`src/rtl/button_event_detector.sv`:
```
// Turns a debounced button level into press, release, long-press and auto-repeat pulses.
// Latency: every pulse appears one clock after the enabled edge that caused it; pulses last one clock.
// Optional feature: define BUTTON_EVENT_AUTOREPEAT_EN to enable the repeat_o pulse train.
module button_event_detector #(
  parameter int   LONG_PRESS_TICKS = 1000,
  parameter int   REPEAT_TICKS     = 250,
  parameter logic ACTIVE_LEVEL     = 1'b1
) (
  input  logic clock,
  input  logic reset,
  input  logic enable,
  input  logic data_i,
  output logic pressed_o,
  output logic press_o,
  output logic release_o,
  output logic long_press_o,
  output logic repeat_o
);

  // Counter is sized for the larger of the two intervals, so it never wraps.
  localparam int MAX_TICKS = (LONG_PRESS_TICKS > REPEAT_TICKS) ? LONG_PRESS_TICKS : REPEAT_TICKS;
  localparam int CW        = $clog2(MAX_TICKS + 1);

  localparam logic [CW-1:0] CNT_ZERO = '0;
  localparam logic [CW-1:0] CNT_ONE  = CW'(1);
  localparam logic [CW-1:0] CNT_LONG = CW'(LONG_PRESS_TICKS);
`ifdef BUTTON_EVENT_AUTOREPEAT_EN
  localparam logic [CW-1:0] CNT_REP  = CW'(REPEAT_TICKS);
`endif

  typedef enum logic [1:0] {
    IDLE = 2'd0,
    HELD = 2'd1,
    LONG = 2'd2
  } state_t;

  state_t        state, state_nxt;
  logic [CW-1:0] cnt, cnt_nxt;
  logic          act;
  logic          press_nxt, release_nxt, long_nxt, repeat_nxt;

  assign act = (data_i == ACTIVE_LEVEL);

  // Next-state, counter and pulse decode; nothing advances on edges without enable.
  always_comb begin
    state_nxt   = state;
    cnt_nxt     = cnt;
    press_nxt   = 1'b0;
    release_nxt = 1'b0;
    long_nxt    = 1'b0;
    repeat_nxt  = 1'b0;
    if (enable) begin
      case (state)
        IDLE: begin
          if (act) begin
            state_nxt = HELD;
            cnt_nxt   = CNT_ONE;
            press_nxt = 1'b1;
          end
        end
        HELD: begin
          // Release wins over a threshold reached on the same edge.
          if (!act) begin
            state_nxt   = IDLE;
            cnt_nxt     = CNT_ZERO;
            release_nxt = 1'b1;
          end else if (cnt == CNT_LONG) begin
            state_nxt = LONG;
            cnt_nxt   = CNT_ONE;
            long_nxt  = 1'b1;
          end else begin
            cnt_nxt = cnt + CNT_ONE;
          end
        end
        LONG: begin
          if (!act) begin
            state_nxt   = IDLE;
            cnt_nxt     = CNT_ZERO;
            release_nxt = 1'b1;
          end else begin
`ifdef BUTTON_EVENT_AUTOREPEAT_EN
            if (cnt == CNT_REP) begin
              cnt_nxt    = CNT_ONE;
              repeat_nxt = 1'b1;
            end else begin
              cnt_nxt = cnt + CNT_ONE;
            end
`else
            // Without auto-repeat the counter parks at 1 until release.
            cnt_nxt = CNT_ONE;
`endif
          end
        end
        default: begin
          state_nxt = IDLE;
          cnt_nxt   = CNT_ZERO;
        end
      endcase
    end
  end

  // State, counter and registered outputs; pulses self-clear on the next edge.
  always_ff @(posedge clock) begin
    if (reset) begin
      state        <= IDLE;
      cnt          <= CNT_ZERO;
      pressed_o    <= 1'b0;
      press_o      <= 1'b0;
      release_o    <= 1'b0;
      long_press_o <= 1'b0;
    end else begin
      state        <= state_nxt;
      cnt          <= cnt_nxt;
      pressed_o    <= (state_nxt != IDLE);
      press_o      <= press_nxt;
      release_o    <= release_nxt;
      long_press_o <= long_nxt;
    end
  end

`ifdef BUTTON_EVENT_AUTOREPEAT_EN
  // Repeat pulse register, present only when auto-repeat is built in.
  always_ff @(posedge clock) begin
    if (reset) begin
      repeat_o <= 1'b0;
    end else begin
      repeat_o <= repeat_nxt;
    end
  end
`else
  assign repeat_o = 1'b0;
`endif

endmodule

```
`config.mk`:
```
export PLATFORM = sky130hd
export DESIGN_NAME = button_event_detector
export DESIGN_NICKNAME = d
export VERILOG_FILES = /design/src/rtl/button_event_detector.sv
export SDC_FILE = /design/constraint.sdc
export NUM_CORES = 1
export LEC_CHECK = 0
export ABC_AREA = 1
export CORE_MARGIN = 2
export CORE_UTILIZATION = 32
export CTS_CLUSTER_DIAMETER = 100
export DETAILED_ROUTE_END_ITERATION = 6
export SLEW_MARGIN = 40
export SYNTH_ARGS = -nofsm -noshare
export SYNTH_HDL_FRONTEND = slang
export SYNTH_SLANG_ARGS = --single-unit
```
`constraint.sdc`:
```
create_clock -name clock -period 1.8 [get_ports clock]
set_input_delay 0.45 -clock clock [delete_from_list [all_inputs] [get_ports clock]]
set_output_delay 0.45 -clock clock [all_outputs]
set_load 0.05 [all_outputs]
```
==> metrics.md <==
| Metric | Value |
|---|---|
| Status | `completed` |
| Setup slack after layout | `180 ps` |
| Pre-CTS WS | `-40.3 ps` |
| Most frequent cells in the layout | `nand2_1 (36), inv_1 (16), nor2_1 (16), dfxtp_1 (16), buf_4 (11)` |
| Area of the multi-input gates | `482 sq um` |
| Crit path DAT | `1800 ps` |
| Seq. cell area | `320 sq um` |
| Number of max-cap violations | `0` |
| Synth-to-layout area growth | `20.4%` |
| Final global-route overflow total | `0` |
| Clock share of power | `34.0%` |
| Hold-fix buffers, CTS | `0` |
| Core Box Area | `2540 sq um` |
| Worst-skew pair later-pin latency | `290 ps` |
| Max VDD drop | `0.474 mV` |
| XOR/XNOR Fraction of Synth Area | `2.00%` |
| Global-route wire length before repair | `3.08 mm` |
| Synth Register Bits | `16` |
| Setup Buffers After CTS | `0` |
| CTS Root Cell | `clkbuf_4` |
| Fin nets | `154` |
| Die footprint | `3180 sq um` |
| Share of cells above drive strength 1 | `16.1%` |
| Post-synthesis cell area | `877 sq um` |
| CTS Sinks | `16` |
| Post-Place Cell Area | `1010 sq um` |
| Compound-Gate Fraction of Synth Area | `8.27%` |
| Clock-pin slew on the worst setup and hold paths | `90 ps` |
| Syn avg cell area | `6.96 sq um` |
| Unrepaired setup endpoints after global routing | `false` |
| Fin cells | `173` |
| I/O Buffers | `7` |
| DRT iter0 DRCs | `19` |
| Sequential-to-total area share from yosys stat | `36.5%` |
| Crit-path cells | `inv_1 -> ha_1 -> a21oi_4 -> nand4_2 -> nor2_1 -> nand2_1 -> nand2_1 -> nor2_1` |
| Switch share | `25.7%` |
| Crit path max-delay family | `simple AND/OR/NAND/NOR gates` |
| # DRC | `0` |
| H-tree depth | `1` |
| Startpoint types | `flop` |
| Setup crit end kind | `flop` |
| DR vias | `793` |
| Die H | `56.4 um` |
| Vias per cell | `4.58` |
| Required time of the critical path | `1980 ps` |
| Crit-path max FO | `8` |
| Hold/Removal Path Class | `flop to flop` |
| Layout filler cell count | `286` |
| Drt total wl | `1.72 mm` |
| DRT Pass-1 Iters | `5` |
| GPL Wtd Cong | `0.793` |
| Final Cycle Share | `90.0%` |
| Static leakage | `0.467 nW` |
| Min cycle time layout | `1620 ps` |
| Final Hold Vio Count | `0` |
| Drt wl/cell | `9.96 um` |
| Max Fclk | `617 MHz` |
| Post-Syn Instances | `126` |
| Worst Path Buf+Inv | `1` |
| Max Slew Vio Count | `0` |
| Most common cell after layout, fill and taps aside | `nand2_1` |
| # placed instances | `168` |
| Largest family of logic cells by synthesized area | `simple AND/OR/NAND/NOR gates` |
| Initial Util | `34.5%` |
| CTS resizes | `0` |
| Post-synth cell types | `21` |
| FP Rows | `18` |
| HPWL after DPL | `1.41 mm` |
| Seq pwr share | `52.2%` |
| Post-DRT Antenna Nets | `0` |
| Clock Path Buffers | `2` |
| Crit path max-delay cell type | `dfxtp_1` |
| Post-route clock skew | `0.688 ps` |
| Syn nets | `136` |
| Design area | `1060 sq um` |
| Post-synthesis mux area share | `0%` |
| Psw | `0.180 mW` |
| Die width | `56.4 um` |
| Post-synthesis adder-cell area fraction | `8.56%` |
| Setup violators final | `0` |
| TritonCTS clock tree | `done` |
| Crit path kind | `flop to flop` |
| Internal power | `0.521 mW` |
| ANT cells | `0` |
| Total GRT Usage | `12.0%` |
| Yosys warns | `0` |
| Slowest cell delay on critical path | `420 ps` |
| Largest net degree at the start of global routing | `10` |
| Vias in the first global route | `760` |
| Synth Area in Simple Gates | `35.7%` |
| Initial antenna violation count | `0` |
| Inserted Clock Buffers | `3` |
| Gate power share | `13.8%` |
| Top Ports | `9` |
| Pwr dens | `664 nW/um^2` |
==> flip-flops by register name, indices dropped and copies added, names as in the netlist <==
name,cells
cnt,10
long_press_o,1
press_o,1
pressed_o,1
release_o,1
state,2
==> through the flow <==
stage / power, mW / util, % / TNS [ps] / hold slack [ps]
final: 0.701 / 41.5 / 0 / 513
after global routing: 0.741 / 41.5 / 0 / 548
after floorplan: 0.433 / - / 0 / 468
after detailed placement: 0.469 / 39.8 / -40.3 / 507
after global placement: 0.468 / 39.8 / 0 / 494
after CTS: 0.715 / 41.2 / 0 / 522
==> logic make-up (layout without fill, tap and decap cells) <==
logic type	after synthesis	in the layout
simple gates	70	70
buf+inv	19	36
flops	16	16
compound gates	12	12
fa+ha+maj	6	6
xor+xnor	2	2
other cells	1	1
==> synth_stat cells <==
library cell / count / area share [%]
nand3_2: 1 / 1.1
buf_4: 1 / 0.86
ha_1: 6 / 8.6
dfxtp_1: 16 / 37
nand4_2: 1 / 1.4
a21oi_4: 1 / 1.9
inv_1: 16 / 6.8
conb_1: 1 / 0.43
nand4_1: 2 / 1.4
o21ai_1: 4 / 2.3
nand3b_1: 3 / 2.6
or2_1: 1 / 0.71
nand3_1: 5 / 2.9
a21oi_1: 6 / 3.4
nor3_1: 2 / 1.1
inv_2: 2 / 0.86
a31oi_1: 1 / 0.71
nand2_1: 36 / 15
nor2_1: 16 / 6.8
xor2_1: 2 / 2.0
nor2_2: 3 / 2.1
==> layout make-up <==
class                           instances  area share [%]
Sequential cell                        16            30.3
Multi-Input combinational cell         91            45.6
Inverter                               18            6.40
Clock buffer                            4            3.44
Timing Repair Buffer                   14            10.7
Tap cell                               30            3.55
==> worst register-to-register path, delay by kind of cell (launching register included) <==
| kind | cells | cell delay (ps) |
|---|---|---|
| AO/OA/AOI/OAI | 1 | 280 |
| adder cells (fa/ha/maj) | 1 | 270 |
| buffers and inverters | 1 | 90 |
| flip-flops | 1 | 420 |
| AND/OR/NAND/NOR | 5 | 440 |
==> path summary, 6_finish.rpt <==
check | from | endpoint | slack [ps] | cells after the start
min | cnt[1] | cnt[1] | 510 | 2
min reg2reg | cnt[1] | cnt[1] | 510 | 2
max | state[0] | cnt[9] | 180 | 8
max reg2reg | state[0] | cnt[9] | 180 | 8
==> layer usage <==
metal	vias to the layer above	routed length, um	track usage [%]
met4	0	0	2.04
met3	0	79	4.38
met1	348	785	13.2
met5	-	0	0
li1	430	-	-
met2	15	858	22.2
==> power groups by stage <==
stage / registers, mW / logic [mW] / clock network [mW]
floorplan: 0.384 / 0.0496 / 0
global placement: 0.374 / 0.0936 / 0
detailed placement: 0.374 / 0.0949 / 0
CTS: 0.366 / 0.0952 / 0.254
global route: 0.367 / 0.107 / 0.267
finish: 0.366 / 0.0967 / 0.239
(Power assumes the default switching activity.)
